### config.mk
export PLATFORM = sky130hd
export DESIGN_NAME = vga_timing_gen
export DESIGN_NICKNAME = d
export VERILOG_FILES = /design/src/rtl/vga_timing_gen.sv
export SDC_FILE = /design/constraint.sdc
export NUM_CORES = 1
export LEC_CHECK = 0
export ABC_AREA = 1
export BUFFER_PORTS_ARGS = -buffer_cell sky130_fd_sc_hd__buf_4
export CORE_MARGIN = 2
export CORE_UTILIZATION = 60
export DETAILED_ROUTE_END_ITERATION = 16
export PLACE_DENSITY = 0.83
export SLEW_MARGIN = 20
export SYNTH_ARGS = -nofsm -noshare
export SYNTH_HDL_FRONTEND = slang
export SYNTH_SLANG_ARGS = --single-unit
### constraint.sdc
create_clock -name clock -period 2 [get_ports clock]
set_input_delay 0.1 -clock clock [delete_from_list [all_inputs] [get_ports clock]]
set_output_delay 0.1 -clock clock [all_outputs]
set_load 0.02 [all_outputs]
### src/rtl/vga_timing_gen.sv
// ----------------------------------------------------------------------------
// vga_timing_gen
//
// Parametrised VGA raster timing generator for the pixel-clock domain.
// Two counters walk the raster (h per pixel, v per line). Each enabled cycle
// the current counter values are presented on pixel_x/pixel_y. The matching
// sync and visible decodes go through a PIPE_DELAY-deep delay line, so they
// line up with downstream pixel-data latency.
//
// Optional feature macro: VGA_TEST_PATTERN_EN
//   When defined, adds pattern_en / pattern_rgb. This is an 8-bar colour
//   test pattern that is delay-matched to visible_area. When undefined, no
//   pattern logic exists.
//
// Ports:
//   clock        in   pixel clock
//   reset        in   synchronous, active-high reset (priority over enable)
//   enable       in   advance the raster when high; hold all state when low
//   pattern_en   in   (VGA_TEST_PATTERN_EN only) enable the colour bars
//   pattern_rgb  out  (VGA_TEST_PATTERN_EN only) R[11:8] G[7:4] B[3:0]
//   pixel_x      out  presented horizontal count, 0..H_TOTAL-1
//   pixel_y      out  presented vertical count, 0..V_TOTAL-1
//   line_start   out  pulse with pixel_x==0 on an enabled cycle
//   frame_start  out  pulse with pixel_x==0 and pixel_y==0 on an enabled cycle
//   hsync        out  horizontal sync, active level HSYNC_POL, PIPE_DELAY late
//   vsync        out  vertical sync, active level VSYNC_POL, PIPE_DELAY late
//   visible_area out  active-region flag, PIPE_DELAY late
// ----------------------------------------------------------------------------
module vga_timing_gen #(
    parameter int H_VISIBLE  = 640,
    parameter int H_FRONT    = 16,
    parameter int H_SYNC     = 96,
    parameter int H_BACK     = 48,
    parameter int V_VISIBLE  = 480,
    parameter int V_FRONT    = 10,
    parameter int V_SYNC     = 2,
    parameter int V_BACK     = 33,
    parameter int HSYNC_POL  = 0,
    parameter int VSYNC_POL  = 0,
    parameter int X_WIDTH    = 10,
    parameter int Y_WIDTH    = 10,
    parameter int PIPE_DELAY = 0
) (
    input  logic               clock,
    input  logic               reset,
    input  logic               enable,
`ifdef VGA_TEST_PATTERN_EN
    input  logic               pattern_en,
    output logic [11:0]        pattern_rgb,
`endif
    output logic [X_WIDTH-1:0] pixel_x,
    output logic [Y_WIDTH-1:0] pixel_y,
    output logic               line_start,
    output logic               frame_start,
    output logic               hsync,
    output logic               vsync,
    output logic               visible_area
);

    localparam int H_TOTAL = H_VISIBLE + H_FRONT + H_SYNC + H_BACK;
    localparam int V_TOTAL = V_VISIBLE + V_FRONT + V_SYNC + V_BACK;

    localparam logic [X_WIDTH-1:0] H_LAST    = X_WIDTH'(H_TOTAL - 1);
    localparam logic [X_WIDTH-1:0] H_VIS_END = X_WIDTH'(H_VISIBLE);
    localparam logic [X_WIDTH-1:0] HS_START  = X_WIDTH'(H_VISIBLE + H_FRONT);
    localparam logic [X_WIDTH-1:0] HS_END    = X_WIDTH'(H_VISIBLE + H_FRONT + H_SYNC);

    localparam logic [Y_WIDTH-1:0] V_LAST    = Y_WIDTH'(V_TOTAL - 1);
    localparam logic [Y_WIDTH-1:0] V_VIS_END = Y_WIDTH'(V_VISIBLE);
    localparam logic [Y_WIDTH-1:0] VS_START  = Y_WIDTH'(V_VISIBLE + V_FRONT);
    localparam logic [Y_WIDTH-1:0] VS_END    = Y_WIDTH'(V_VISIBLE + V_FRONT + V_SYNC);

    localparam logic HS_ON = (HSYNC_POL != 0);
    localparam logic VS_ON = (VSYNC_POL != 0);

    // h/v hold the coordinate that the next enabled cycle presents.
    logic [X_WIDTH-1:0] h;
    logic [Y_WIDTH-1:0] v;

    // Decode of (h, v). It is registered into stage 0 together with pixel_x/y.
    // v only moves on the h wrap, so vsync is line-aligned automatically.
    logic hsync_d, vsync_d, visible_d;

    always_comb begin
        visible_d = (h < H_VIS_END) && (v < V_VIS_END);
        hsync_d   = ((h >= HS_START) && (h < HS_END)) ? HS_ON : ~HS_ON;
        vsync_d   = ((v >= VS_START) && (v < VS_END)) ? VS_ON : ~VS_ON;
    end

    // Stage 0 is aligned with pixel_x/pixel_y; stage PIPE_DELAY drives the ports.
    logic [PIPE_DELAY:0] hs_pipe, vs_pipe, vis_pipe;

`ifdef VGA_TEST_PATTERN_EN
    logic [2:0]  bar;
    logic [11:0] rgb_d;
    logic [11:0] rgb_pipe [PIPE_DELAY+1];

    // bar = (h*8)/H_VISIBLE, found by threshold compares instead of a divider.
    always_comb begin
        bar = 3'd0;
        for (int k = 1; k < 8; k++) begin
            if (int'(h) * 8 >= k * H_VISIBLE) bar = bar + 3'd1;
        end
        case (bar)
            3'd0:    rgb_d = 12'hFFF;
            3'd1:    rgb_d = 12'hFF0;
            3'd2:    rgb_d = 12'h0FF;
            3'd3:    rgb_d = 12'h0F0;
            3'd4:    rgb_d = 12'hF0F;
            3'd5:    rgb_d = 12'hF00;
            3'd6:    rgb_d = 12'h00F;
            default: rgb_d = 12'h000;
        endcase
        if (!(visible_d && pattern_en)) rgb_d = 12'h000;
    end

    always_ff @(posedge clock) begin
        if (reset) begin
            for (int i = 0; i <= PIPE_DELAY; i++) rgb_pipe[i] <= 12'h000;
        end else if (enable) begin
            rgb_pipe[0] <= rgb_d;
            for (int i = 1; i <= PIPE_DELAY; i++) rgb_pipe[i] <= rgb_pipe[i-1];
        end
    end

    assign pattern_rgb = rgb_pipe[PIPE_DELAY];
`endif

    always_ff @(posedge clock) begin
        if (reset) begin
            h           <= '0;
            v           <= '0;
            pixel_x     <= '0;
            pixel_y     <= '0;
            line_start  <= 1'b0;
            frame_start <= 1'b0;
            // NOTE: every delay-line stage is reset. Otherwise stale sync
            // pulses would drain out for PIPE_DELAY cycles after reset.
            hs_pipe     <= {(PIPE_DELAY+1){~HS_ON}};
            vs_pipe     <= {(PIPE_DELAY+1){~VS_ON}};
            vis_pipe    <= '0;
        end else if (enable) begin
            pixel_x     <= h;
            pixel_y     <= v;
            line_start  <= (h == '0);
            frame_start <= (h == '0) && (v == '0);

            if (h == H_LAST) begin
                h <= '0;
                v <= (v == V_LAST) ? '0 : v + 1'b1;
            end else begin
                h <= h + 1'b1;
            end

            hs_pipe[0]  <= hsync_d;
            vs_pipe[0]  <= vsync_d;
            vis_pipe[0] <= visible_d;
            for (int i = 1; i <= PIPE_DELAY; i++) begin
                hs_pipe[i]  <= hs_pipe[i-1];
                vs_pipe[i]  <= vs_pipe[i-1];
                vis_pipe[i] <= vis_pipe[i-1];
            end
        end else begin
            // Strobes describe an enabled cycle only; everything else holds.
            line_start  <= 1'b0;
            frame_start <= 1'b0;
        end
    end

    assign hsync        = hs_pipe[PIPE_DELAY];
    assign vsync        = vs_pipe[PIPE_DELAY];
    assign visible_area = vis_pipe[PIPE_DELAY];

endmodule

# Yosys cells after proc, flatten, opt, wreduce, memory -nomap -nowiden
# Index checks and enable logic that the tools add are counted.
# word_totals
regBits,45
output_inout_bits,25
# op_classes
n_addsub,2
order_cmp,6
n_eq_ne,2
mux,4
n_bitwise,1
reduce_logical,8
# op_table
op,count
10-bit by 1-bit adder with 10-bit output (second input constant),2
10-bit equality test (second input constant),2
10-bit logical NOT,2
10-bit less-than comparator (second input constant),2
10-bit by 9-bit less-than comparator with 1-bit output (second input constant),2
10-bit two-way mux,2
10-bit >= comparator (second input constant),1
10-bit by 9-bit >= comparator with 1-bit output (second input constant),1
1-bit logical AND,4
1-bit two-way mux,2
2-bit AND reduction,1
2-bit OR reduction,1
1-bit NOT,1

# Depth between registers and ports, before layout
# logic_depth
depth_word,3
ltp_mapped,9

# Worst setup path before layout
# OpenSTA, ideal clock, no wires.
# synth_path
kind,register to register
start,register h[0]
end,register h[9]
setup_ps,115
arrival_ps,1185
setup_slack_ps,700
stages_incl_launch_ff,9
synth_period_minus_slack_ps,1300
cell_sequence,dfxtp_1 ha_1 nand3_1 inv_2 nand3_4 nand2_4 inv_2 o21ai_1 nor2_1
# synth_via
elab_chain_len,2
elab_cells_between_ends,3
# synth_rtl
item,line_no,source
"start, declared",77,logic [X_WIDTH-1:0] h;
"start signal, assigned",152,h <= h + 1'b1;
10-bit by 1-bit adder with 10-bit output or 10-bit equality test (tied branches),"152, 148",
10-bit two-way mux *,148,if (h == H_LAST) begin
# Mark *: on every way between the ends. The rest lies on a longest branch, timed or not.
# A chain may end at the register's enable or synchronous reset.

# Worst setup path in the final report
# Same ends and word-level chain as after synthesis.

==> impl_metrics.env <==
export IMPL_p_leak_nw=1.015
export IMPL_grtUsageTotal=0.2556
export IMPL_outcome="completed"
export IMPL_yosysSeqAreaShare=0.4503
export IMPL_crit_type="reg -> reg"
export IMPL_drive_gt1_frac=0.1953
export IMPL_nNetsFinal=303
export IMPL_synthSimpleGateAreaFrac=0.3014
export IMPL_endpoint_kind="flip-flop"
export IMPL_dpl_hpwl_um=3188
export IMPL_vias=1818
export IMPL_slew_headroom=0.7512
export IMPL_setup_viol=0
export IMPL_reg2reg_to="h[9]"
export IMPL_worstRegToRegCells=8
export IMPL_r2r_slack_ns=0.50
export IMPL_syn_nets=276
export IMPL_antenna_left=0
export IMPL_rows=20
export IMPL_worst_pin_slew_ns=0.3731
export IMPL_drt_wl_total_um=4258
export IMPL_synth_top_area_frac=0.4503
export IMPL_fmax_mhz=664.5
export IMPL_grt_overflow=0
export IMPL_holdPathStages=2
export IMPL_wl_per_cell_um=12.49
export IMPL_io_buffers=27
export IMPL_ios=28
export IMPL_final_area_um2=2321
export IMPL_dr_pass1_iters=4
export IMPL_hp_class="in -> reg"
export IMPL_avgViaCountPerCell=5.331
export IMPL_cts_tree="built"
export IMPL_die_h_um=61.75
export IMPL_post_dp_cell_area_um2=2232
export IMPL_dieArea_um2=3812
export IMPL_drcViolationCount=0
export IMPL_holdBufCountCts=0
export IMPL_rsz0062_at_grt="false"
export IMPL_synth_cell_types=28
export IMPL_fp_dieW_um=61.75
export IMPL_cp_required_ns=2.27
export IMPL_synth_area_leader_cell="dfxtp_1"
export IMPL_clkLatencyLatePin_ns=0.36
export IMPL_r2r_start="h[0]"
export IMPL_hold_violations=0
export IMPL_h_tree_depth=2
export IMPL_fin_skew_ns=0.004148
export IMPL_fin_crit_ns=1.505
export IMPL_synth_area_per_cell_um2=7.437
export IMPL_synth_seq_cells=45
export IMPL_area_growth_pct=16.01
export IMPL_crit_arrival_ns=1.78
export IMPL_synth_xor_area_share=0.004378
export IMPL_syn_cell_area_um2=2001
export IMPL_synth_top_family_by_area="simple AND/OR/NAND/NOR gates"
export IMPL_slew_violations=0
export IMPL_drt_iter0_markers=164
export IMPL_synth_compound_area_frac=0.1382
export IMPL_cts_root_buf="clkbuf_4"
export IMPL_fill_cells=275
export IMPL_yosysWarnings=0
export IMPL_synth_area_leaders="dfxtp_1 (45%), nand2_1 (8.8%), a21oi_1 (6.8%)"
export IMPL_gp_congestion=0.9291
export IMPL_synthAdderAreaFrac=0.02502
export IMPL_clkTransAtPathRegs_ns=0.13
export IMPL_cp_max_fo=8
export IMPL_antenna_found_initial=0
export IMPL_synthMuxAreaShare=0
export IMPL_start_kind="flip-flop"
export IMPL_start_util=0.6448
export IMPL_min_delay_start="reset"
export IMPL_grt_pass1_vias=1655
export IMPL_finalSetupTns_ns=0
export IMPL_max_cap_viol_count=0
export IMPL_period_share=0.7524
export IMPL_cts_sinks=45
export IMPL_ctsResizeCount=0
export IMPL_numCtsBuffers=5
export IMPL_grt_max_degree=43
export IMPL_holdPathEnd="visible_area"
export IMPL_irDropWorstVdd_uv=494.3
export IMPL_place_ws_ns=0.5078
export IMPL_diodes=0
export IMPL_core_um2=3103
export IMPL_grt_first_pass_wirelength_um=7120
export IMPL_clk_path_buf_depth=2
export IMPL_setup_ws_ns=0.4952
export IMPL_p_per_area_nw_per_um2=725.2
export IMPL_timing_hold_ws_ns=0.01193
export IMPL_syn_inst=269
export IMPL_post_cts_buffers=0
[power breakdown]
part / leakage [nW] / total [mW] / switching (mW) / internal (mW)
clock: 0.0445 / 0.589 / 0.292 / 0.297
sequential: 0.367 / 0.939 / 0.0144 / 0.924
combinational: 0.603 / 0.155 / 0.0969 / 0.0586
total: 1.01 / 1.68 / 0.403 / 1.28
[area by class of cell]
type,instances,area [um2],area share
well taps,44,55.05,0.02372
clock buffers,6,51.30,0.02210
clock inverters,2,37.54,0.01617
multi-input cells,183,938.4,0.4043
flip-flops and latches,45,900.9,0.3881
repair buffers,29,217.7,0.09380
inverters,32,120.1,0.05175
[synthesized netlist by cell type]
cell / number
o22ai_1: 2
clkbuf_1: 5
a211oi_1: 1
o21ai_0: 18
buf_4: 1
nor2_2: 4
nor3b_2: 1
a21oi_1: 27
xor2_1: 1
buf_2: 3
nor2_1: 32
nand2_2: 2
nand2_1: 47
nand3b_1: 1
inv_2: 6
nand2_4: 3
dfxtp_1: 45
nand4_1: 7
o21ai_2: 1
o21bai_1: 1
nor2_4: 3
nand3_4: 1
inv_1: 25
clkinv_1: 1
ha_1: 4
nand3_1: 13
o21ai_1: 3
nor3_1: 11
[layer usage]
layer / GRT usage / up-vias / part of all wire
met2: 0.4361 / 42 / 0.50
met3: 0.05797 / 10 / 0.051
met5: 0 / - / 0
met4: 0.1155 / 0 / 0.019
li1: - / 935 / -
met1: 0.3069 / 831 / 0.43
[placed cells by master, fill, tap and decap left out, types with 2 or more instances in the layout]
cell / instances
o21ai_1: 3
buf_4: 29
nor2_2: 4
nor3_1: 11
o22ai_1: 2
inv_2: 6
inv_1: 25
dfxtp_1: 45
nand3_1: 13
o21ai_0: 18
nand4_1: 7
clkbuf_4: 5
a21oi_1: 27
nor2_4: 3
nand2_2: 2
ha_1: 4
nand2_4: 3
nand2_1: 47
nor2_1: 32
[logic make-up after synthesis]
group / count (synthesis)
simple gates: 125
compound gates: 53
flops: 45
buf+inv: 41
fa+ha+maj: 4
xor+xnor: 1
[worst max path at each step]
stage                     startpoint   end  slack (ns)  depth (start not counted)
after floorplan                 h[0]  h[9]        0.70                          8
after global placement          h[1]  h[9]        0.57                          8
after detailed placement        h[0]  h[9]        0.51                          8
after CTS                       h[0]  h[9]        0.48                          8
after global routing            h[1]  h[9]        0.37                          8
final                           h[0]  h[9]        0.50                          8
[critical path, cell delays in order (launching register included)]
cell and delay [ns]:
dfxtp_1 0.40, ha_1 0.21, nand3_1 0.12, inv_2 0.13, nand3_4 0.16, nand2_4 0.16, inv_2 0.08, o21ai_1 0.08
nor2_1 0.06
[stage by stage]
stage                     instances  power (mW)  utilization
after CTS                       341       1.698       0.7480
final                           341       1.683       0.7480
after global placement          333       1.112       0.7194
after floorplan                 269       1.056            -
after global routing            341       1.742       0.7480
after detailed placement        333       1.115       0.7194
[registers in the layout, summed over array words and instances (netlist names)]
signal,flops
vsync,1
hsync,1
visible_area,1
frame_start,1
line_start,1
pixel_x,10
pixel_y,10
h,10
v,10
(Power assumes the default switching activity.)
